--- config.mk ---
export PLATFORM = sky130hd
export DESIGN_NAME = window_cmd_arbiter_flat
export DESIGN_NICKNAME = d
export VERILOG_FILES = /design/src/rtl/window_cmd_arbiter_if.sv /design/src/rtl/window_cmd_arbiter.sv /design/src/flat_wrapper.sv
export SDC_FILE = /design/constraint.sdc
export NUM_CORES = 1
export LEC_CHECK = 0
export CORE_UTILIZATION = 26
export CTS_CLUSTER_DIAMETER = 150
export DETAILED_ROUTE_END_ITERATION = 8
export SYNTH_ARGS = -nofsm -noshare
export SYNTH_HDL_FRONTEND = slang
export SYNTH_SLANG_ARGS = --single-unit
--- constraint.sdc ---
create_clock -name SYSCLK -period 2 [get_ports SYSCLK]
set_clock_uncertainty 0.15 [all_clocks]
set_input_delay 0.3 -clock SYSCLK [delete_from_list [all_inputs] [get_ports SYSCLK]]
set_output_delay 0.3 -clock SYSCLK [all_outputs]
set_load 0.005 [all_outputs]
--- src/rtl/window_cmd_arbiter_if.sv ---
// Signal bundle between the window command arbiter and its environment:
// raw panel/remote requests, safety inputs, motor feedback and command outputs.
interface window_cmd_arbiter_if;
    logic       drv_up;
    logic       drv_down;
    logic       psg_up;
    logic       psg_down;
    logic       rmt_close;
    logic       child_lock;
    logic       stop_signal;
    logic [1:0] INM;
    logic       s_c_up;
    logic       s_c_down;
    logic [1:0] grant;
    logic       pinch_lock;
    logic       busy;

    // Environment side: drives requests and feedback, observes commands.
    modport master (
        output drv_up, drv_down, psg_up, psg_down, rmt_close,
        output child_lock, stop_signal, INM,
        input  s_c_up, s_c_down, grant, pinch_lock, busy
    );

    // Arbiter side.
    modport slave (
        input  drv_up, drv_down, psg_up, psg_down, rmt_close,
        input  child_lock, stop_signal, INM,
        output s_c_up, s_c_down, grant, pinch_lock, busy
    );
endinterface

--- src/rtl/window_cmd_arbiter.sv ---
// Window command arbiter: synchronizes and debounces five window buttons,
// latches press events, and issues spaced one-cycle up/down command pulses
// to the anti-pinch motor controller, with a pinch-triggered lockout.
module window_cmd_arbiter #(
    parameter int unsigned DEBOUNCE_MS = 20,
    parameter int unsigned GAP_CYCLES  = 2,
    parameter int unsigned LOCKOUT_MS  = 2000
) (
    input logic                 SYSCLK,
    input logic                 RST_N,
    window_cmd_arbiter_if.slave bus
);

    localparam int unsigned NumBtn = 5;
    localparam int unsigned DbW    = $clog2(DEBOUNCE_MS) + 1;
    localparam int unsigned GapW   = $clog2(GAP_CYCLES) + 1;
    localparam int unsigned LkW    = $clog2(LOCKOUT_MS) + 1;

    // Button bit positions.
    localparam int unsigned BDrvUp = 0;
    localparam int unsigned BDrvDn = 1;
    localparam int unsigned BPsgUp = 2;
    localparam int unsigned BPsgDn = 3;
    localparam int unsigned BRmt   = 4;

    localparam logic [NumBtn-1:0] PsgMask = 5'b01100;

    localparam logic [1:0] InmClosing = 2'b01;
    localparam logic [1:0] GntNone    = 2'b00;
    localparam logic [1:0] GntDrv     = 2'b01;
    localparam logic [1:0] GntPsg     = 2'b10;
    localparam logic [1:0] GntRmt     = 2'b11;

    typedef enum logic [1:0] {StIdle, StIssue, StGap, StLockout} state_e;

    logic [NumBtn-1:0] btn_raw;
    logic [NumBtn-1:0] sync1_q, sync1_d, sync2_q, sync2_d;
    logic [NumBtn-1:0] deb_q, deb_d, deb_prev_q, deb_prev_d;
    logic [DbW-1:0]    cnt_q [NumBtn];
    logic [DbW-1:0]    cnt_d [NumBtn];
    logic [NumBtn-1:0] rise;
    logic [NumBtn-1:0] pend_q, pend_d, pend_eff;

    logic stop_s1_q, stop_s1_d, stop_s2_q, stop_s2_d, stop_prev_q, stop_prev_d;
    logic pinch;

    state_e            state_q, state_d;
    logic [GapW-1:0]   gap_cnt_q, gap_cnt_d;
    logic [LkW-1:0]    lock_cnt_q, lock_cnt_d;
    logic              arb;

    logic       s_c_up_q, s_c_up_d, s_c_down_q, s_c_down_d;
    logic [1:0] grant_q, grant_d;
    logic       pinch_lock_q, pinch_lock_d, busy_q, busy_d;

    assign btn_raw = {bus.rmt_close, bus.psg_down, bus.psg_up, bus.drv_down, bus.drv_up};

    // Two-flop synchronizers for buttons and the pressure sensor; edge history.
    always_comb begin
        sync1_d     = btn_raw;
        sync2_d     = sync1_q;
        deb_prev_d  = deb_q;
        stop_s1_d   = bus.stop_signal;
        stop_s2_d   = stop_s1_q;
        stop_prev_d = stop_s2_q;
    end

    // Debounce: flip the level only after DEBOUNCE_MS consecutive opposite samples.
    always_comb begin
        for (int i = 0; i < NumBtn; i++) begin
            deb_d[i] = deb_q[i];
            cnt_d[i] = '0;
            if (sync2_q[i] != deb_q[i]) begin
                if (cnt_q[i] == DbW'(DEBOUNCE_MS - 1)) begin
                    deb_d[i] = sync2_q[i];
                end else begin
                    cnt_d[i] = cnt_q[i] + 1'b1;
                end
            end
        end
    end

    assign rise  = deb_q & ~deb_prev_q;
    assign pinch = stop_s2_q & ~stop_prev_q & (bus.INM == InmClosing);
    // Passenger flags are invisible to arbitration while the child lock is on.
    assign pend_eff = bus.child_lock ? (pend_q & ~PsgMask) : pend_q;

    // Arbiter FSM next state, pending-flag update and registered output values.
    always_comb begin
        state_d    = state_q;
        gap_cnt_d  = gap_cnt_q;
        lock_cnt_d = lock_cnt_q;
        pend_d     = pend_q;
        s_c_up_d   = 1'b0;
        s_c_down_d = 1'b0;
        grant_d    = GntNone;
        arb        = 1'b0;

        case (state_q)
            StIdle: arb = 1'b1;
            StIssue: begin
                state_d   = StGap;
                gap_cnt_d = '0;
            end
            StGap: begin
                // Last gap cycle arbitrates directly so pulses are spaced by
                // exactly GAP_CYCLES idle cycles.
                if (gap_cnt_q == GapW'(GAP_CYCLES - 1)) begin
                    state_d = StIdle;
                    arb     = 1'b1;
                end else begin
                    gap_cnt_d = gap_cnt_q + 1'b1;
                end
            end
            StLockout: begin
                if (lock_cnt_q == LkW'(LOCKOUT_MS - 1)) begin
                    state_d = StIdle;
                end else begin
                    lock_cnt_d = lock_cnt_q + 1'b1;
                end
            end
            default: state_d = StIdle;
        endcase

        // Priority: driver > remote > passenger.
        if (arb && (|pend_eff)) begin
            state_d = StIssue;
            if (pend_eff[BDrvUp]) begin
                s_c_up_d       = 1'b1;
                grant_d        = GntDrv;
                pend_d[BDrvUp] = 1'b0;
            end else if (pend_eff[BDrvDn]) begin
                s_c_down_d     = 1'b1;
                grant_d        = GntDrv;
                pend_d[BDrvDn] = 1'b0;
            end else if (pend_eff[BRmt]) begin
                // Remote close must never stop a window that is already closing.
                pend_d[BRmt] = 1'b0;
                if (bus.INM != InmClosing) begin
                    s_c_up_d = 1'b1;
                    grant_d  = GntRmt;
                end
            end else if (pend_eff[BPsgUp]) begin
                s_c_up_d       = 1'b1;
                grant_d        = GntPsg;
                pend_d[BPsgUp] = 1'b0;
            end else begin
                s_c_down_d     = 1'b1;
                grant_d        = GntPsg;
                pend_d[BPsgDn] = 1'b0;
            end
        end

        if (state_q != StLockout) begin
            pend_d = pend_d | rise;
        end
        if (bus.child_lock) begin
            pend_d = pend_d & ~PsgMask;
        end
        // Contradictory up+down requests from one panel cancel each other.
        if (pend_d[BDrvUp] && pend_d[BDrvDn]) begin
            pend_d[BDrvUp] = 1'b0;
            pend_d[BDrvDn] = 1'b0;
        end
        if (pend_d[BPsgUp] && pend_d[BPsgDn]) begin
            pend_d[BPsgUp] = 1'b0;
            pend_d[BPsgDn] = 1'b0;
        end

        // Pinch overrides everything decided above, including a pending pulse.
        if (pinch) begin
            state_d    = StLockout;
            lock_cnt_d = '0;
            pend_d     = '0;
            s_c_up_d   = 1'b0;
            s_c_down_d = 1'b0;
            grant_d    = GntNone;
        end

        pinch_lock_d = (state_d == StLockout);
        busy_d       = (state_d != StIdle);
    end

    // State, synchronizer, debouncer and output registers.
    always_ff @(posedge SYSCLK or negedge RST_N) begin
        if (!RST_N) begin
            sync1_q      <= '0;
            sync2_q      <= '0;
            deb_q        <= '0;
            deb_prev_q   <= '0;
            for (int i = 0; i < NumBtn; i++) begin
                cnt_q[i] <= '0;
            end
            pend_q       <= '0;
            stop_s1_q    <= 1'b0;
            stop_s2_q    <= 1'b0;
            stop_prev_q  <= 1'b0;
            state_q      <= StIdle;
            gap_cnt_q    <= '0;
            lock_cnt_q   <= '0;
            s_c_up_q     <= 1'b0;
            s_c_down_q   <= 1'b0;
            grant_q      <= GntNone;
            pinch_lock_q <= 1'b0;
            busy_q       <= 1'b0;
        end else begin
            sync1_q      <= sync1_d;
            sync2_q      <= sync2_d;
            deb_q        <= deb_d;
            deb_prev_q   <= deb_prev_d;
            for (int i = 0; i < NumBtn; i++) begin
                cnt_q[i] <= cnt_d[i];
            end
            pend_q       <= pend_d;
            stop_s1_q    <= stop_s1_d;
            stop_s2_q    <= stop_s2_d;
            stop_prev_q  <= stop_prev_d;
            state_q      <= state_d;
            gap_cnt_q    <= gap_cnt_d;
            lock_cnt_q   <= lock_cnt_d;
            s_c_up_q     <= s_c_up_d;
            s_c_down_q   <= s_c_down_d;
            grant_q      <= grant_d;
            pinch_lock_q <= pinch_lock_d;
            busy_q       <= busy_d;
        end
    end

    assign bus.s_c_up     = s_c_up_q;
    assign bus.s_c_down   = s_c_down_q;
    assign bus.grant      = grant_q;
    assign bus.pinch_lock = pinch_lock_q;
    assign bus.busy       = busy_q;

endmodule
--- src/flat_wrapper.sv ---
// flat-port wrapper written by rule: the top's interface ports become plain ports
module window_cmd_arbiter_flat 
#(
    parameter int unsigned DEBOUNCE_MS = 20,
    parameter int unsigned GAP_CYCLES  = 2,
    parameter int unsigned LOCKOUT_MS  = 2000
)
  (SYSCLK, RST_N, bus_drv_up, bus_drv_down, bus_psg_up, bus_psg_down, bus_rmt_close, bus_child_lock, bus_stop_signal, bus_INM, bus_s_c_up, bus_s_c_down, bus_grant, bus_pinch_lock, bus_busy);
  window_cmd_arbiter_if bus_i ();
  input logic SYSCLK;
  input logic RST_N;
  input wire logic [$bits(bus_i.drv_up)-1:0] bus_drv_up;
  input wire logic [$bits(bus_i.drv_down)-1:0] bus_drv_down;
  input wire logic [$bits(bus_i.psg_up)-1:0] bus_psg_up;
  input wire logic [$bits(bus_i.psg_down)-1:0] bus_psg_down;
  input wire logic [$bits(bus_i.rmt_close)-1:0] bus_rmt_close;
  input wire logic [$bits(bus_i.child_lock)-1:0] bus_child_lock;
  input wire logic [$bits(bus_i.stop_signal)-1:0] bus_stop_signal;
  input wire logic [$bits(bus_i.INM)-1:0] bus_INM;
  output wire logic [$bits(bus_i.s_c_up)-1:0] bus_s_c_up;
  output wire logic [$bits(bus_i.s_c_down)-1:0] bus_s_c_down;
  output wire logic [$bits(bus_i.grant)-1:0] bus_grant;
  output wire logic [$bits(bus_i.pinch_lock)-1:0] bus_pinch_lock;
  output wire logic [$bits(bus_i.busy)-1:0] bus_busy;
  assign bus_i.drv_up = bus_drv_up;
  assign bus_i.drv_down = bus_drv_down;
  assign bus_i.psg_up = bus_psg_up;
  assign bus_i.psg_down = bus_psg_down;
  assign bus_i.rmt_close = bus_rmt_close;
  assign bus_i.child_lock = bus_child_lock;
  assign bus_i.stop_signal = bus_stop_signal;
  assign bus_i.INM = bus_INM;
  assign bus_s_c_up = bus_i.s_c_up;
  assign bus_s_c_down = bus_i.s_c_down;
  assign bus_grant = bus_i.grant;
  assign bus_pinch_lock = bus_i.pinch_lock;
  assign bus_busy = bus_i.busy;
  window_cmd_arbiter #(.DEBOUNCE_MS(DEBOUNCE_MS), .GAP_CYCLES(GAP_CYCLES), .LOCKOUT_MS(LOCKOUT_MS)) u_core (.SYSCLK(SYSCLK), .RST_N(RST_N), .bus(bus_i));
endmodule
==> flow_metrics.env, run 1 <==
export IMPL_synthCells=298
export IMPL_first_pass_iters=4
export IMPL_synthesis_nets=316
export IMPL_cp_max_fo=6
export IMPL_root_buffer="clkbuf_16"
export IMPL_dpl_cell_area_um2=3780
export IMPL_worstPathRequired_ns=2.11
export IMPL_overflow=0
export IMPL_cellPowerDensity_nw_per_um2=915.7
export IMPL_synth_seq_cells=80
export IMPL_rsz0062_at_grt="no"
export IMPL_yosys_warnings=0
export IMPL_critPathKind="register to register"
export IMPL_rr_worst_depth=4
export IMPL_cts_tree="done"
export IMPL_grt_max_degree=81
export IMPL_synth_async_reset_ratio=1.000
export IMPL_status="finished, final reports clean"
export IMPL_synth_edf_count=0
export IMPL_postCtsSetupBuffers=0
export IMPL_clkSinkCount=80
export IMPL_fin_nets=349
export IMPL_port_buffers=16
export IMPL_slew_violations=0
export IMPL_dp_hpwl_mm=3.886
export IMPL_ir_worst_vdd_mv=0.4586
export IMPL_finalInstanceArea_um2=4055
export IMPL_vias=2154
export IMPL_netlist_area_leader_share=0.5993
export IMPL_die_y_um=115.4
export IMPL_setup_tns_ns=0
export IMPL_drive_above_1_share=0.08060
export IMPL_die_area_um2=13310
export IMPL_initial_core_util=0.2658
export IMPL_die_x_um=115.4
export IMPL_ys_seq_area_frac=0.5993
export IMPL_slew_limit_headroom=0.7175
export IMPL_netlist_area_um2=3341
export IMPL_hold_ws_ns=0.1949
export IMPL_antenna_found_initial=0
export IMPL_cts_max_level=3
export IMPL_wl_per_cell_um=11.09
export IMPL_diodes=0
export IMPL_synth_area_leaders="dfrtp_1 (60%), nor2_1 (5.3%), xor2_1 (5.2%), ha_1 (2.6%), nand2_1 (2.6%)"
export IMPL_final_antenna_net_count=0
export IMPL_fin_util=0.3226
export IMPL_clock_path_buffers=2
export IMPL_grt_usage=0.09429
export IMPL_path_clk_slew_ns=0.05
export IMPL_startpoint_type="register"
export IMPL_post_route_period_util=0.9169
export IMPL_worst_pin_slew_ns=0.4238
export IMPL_arrival_ns=1.94
export IMPL_ys_flop_type="dfrtp_1"
export IMPL_drv_cap=0
export IMPL_synth_most_common_cell="dfrtp_1"
export IMPL_hold_class="register to register"
export IMPL_syn_to_final_growth_pct=21.39
export IMPL_crit_path_end_kind="register"
export IMPL_viasPerCell=4.249
export IMPL_min_period_ns=1.834
export IMPL_drc=0
export IMPL_setup_worst_path_start="u_core.pend_q[1]"
export IMPL_r2r_start="u_core.pend_q[1]"
export IMPL_routed_wirelength_mm=5.623
export IMPL_num_rows=41
export IMPL_synth_largest_area_cell="dfrtp_1"
export IMPL_timing_hold_violations_final=0
export IMPL_cts_buffers=9
export IMPL_core_um2=12570
export IMPL_syn_avg_cell_area_um2=11.21
export IMPL_grt_first_pass_wirelength_mm=9.749
export IMPL_dr_first_iter_drc_count=88
export IMPL_grt_pass1_vias=2111
export IMPL_globalplace_congestion=0.7525
export IMPL_pin_count=17
export IMPL_clock_latency_ns=0.32
export IMPL_total_power_mw=3.713
export IMPL_synthTopCellsByCount="dfrtp_1 (80), nor2_1 (47), nand2_1 (23)"
export IMPL_ys_types=44
export IMPL_setup_viol=0
export IMPL_p_leak_nw=1.874
export IMPL_endpoint="u_core.pend_q[2]"
export IMPL_r2r_end="u_core.pend_q[2]"
export IMPL_reg2reg_slack_ns=0.17
export IMPL_fmax_ghz=0.5453
==> cell usage in the layout (no fill, tap or decap), types with 6 or more instances in the layout <==
cell	synthesis	routed
nand2_1	23	23
ha_1	7	7
and2_1	8	8
buf_4	0	10
dfrtp_1	80	80
nor2_1	47	47
clkdlybuf4s50_1	0	15
a21oi_1	10	10
o21ai_1	6	6
nand2b_1	7	7
xor2_1	20	20
xnor2_1	9	9
clkbuf_16	0	9
nand3_1	16	16
==> critical path, stage by stage (launching register included) <==
cell and delay [ns]:
dfrtp_1 0.43, or3_4 0.39, or4_1 0.40, a31oi_1 0.21, and3_1 0.18
==> logic make-up (layout without fill, tap and decap cells) <==
kind of cell | Yosys count | in the layout | synth area share
AND/OR/NAND/NOR | 135 | 135 | 0.2045
buffers and inverters | 10 | 47 | 0.01198
XOR/XNOR | 29 | 29 | 0.07603
AO/OA/AOI/OAI | 30 | 30 | 0.05918
multiplexers | 7 | 7 | 0.02285
adder cells (fa/ha/maj) | 7 | 7 | 0.02622
flip-flops | 80 | 80 | 0.5993
==> final cells by class <==
type	count	area, um2
sequential	80	2002
clock inverter	3	18.77
tap	172	215.2
multi-input combinational	208	1299
fill	1264	8513
inverter	5	18.77
timing repair buffer	27	255.2
clock buffer	12	246.5
==> sequential cells by signal, summed over array words and instances (netlist names) <==
register               cells
u_core.bus.grant           2
u_core.stop_s1_q           1
u_core.gap_cnt_q           2
u_core.bus.pinch_lock      1
u_core.bus.s_c_down        1
u_core.stop_prev_q         1
u_core.stop_prev_d         1
u_core.pend_q              5
u_core.lock_cnt_q         12
u_core.deb_prev_q          5
u_core.state_q             2
u_core.bus.busy            1
u_core.cnt_q              30
u_core.bus.s_c_up          1
u_core.sync2_q             5
u_core.sync1_q             5
u_core.deb_prev_d          5
==> power by group <==
group / switching [mW] / leakage (nW) / internal [mW]
Clock: 0.582 / 0.132 / 0.865
Sequential: 0.0970 / 1.06 / 1.74
Combinational: 0.230 / 0.678 / 0.200
Total: 0.910 / 1.87 / 2.80
==> repair_timing <==
item                                   CTS  global route
hold buffers                             1             0
endpoints found under the hold margin   80             0
resized for setup                        0             0
==> routing by layer <==
metal  part of all wire  up-vias  global-route usage
met1               0.47     1027              0.1201
met2               0.48       36              0.1497
met5                  0        -                   0
met4             0.0091        0             0.02338
met3              0.044        5             0.03690
li1                   -     1086                   -
==> worst min-delay path by stage <==
| stage | cells after the start | from | end |
|---|---|---|---|
| 2_1_floorplan | 0 | RST_N | u_core.bus.busy |
| 3_3_place_gp | 0 | u_core.sync1_q[4] | u_core.sync2_q[4] |
| 3_5_place_dp | 0 | u_core.sync1_q[2] | u_core.sync2_q[2] |
| 4_1_cts | 0 | u_core.sync1_q[1] | u_core.sync2_q[1] |
| 5_1_grt | 0 | u_core.sync1_q[2] | u_core.sync2_q[2] |
| 6_report | 0 | u_core.sync1_q[1] | u_core.sync2_q[1] |
==> metrics by stage <==
step / instances / setup slack (ns)
after floorplan: 298 / 0.2660
after global placement: 491 / 0.08311
after detailed placement: 491 / 0.04644
after CTS: 507 / 0.1657
after global routing: 507 / 0.03422
final: 507 / 0.1662
(Power assumes the default switching activity.)
==> inputs of run 2 (changes only) <==
--- a/config.mk
+++ b/config.mk
@@ -11,3 +11,4 @@
 export SYNTH_ARGS = -nofsm -noshare
 export SYNTH_HDL_FRONTEND = slang
 export SYNTH_SLANG_ARGS = --single-unit
+export TNS_END_PERCENT = 30
==> results of run 2 <==
The final DEF is identical to that of run 1; final timing and power are the same.
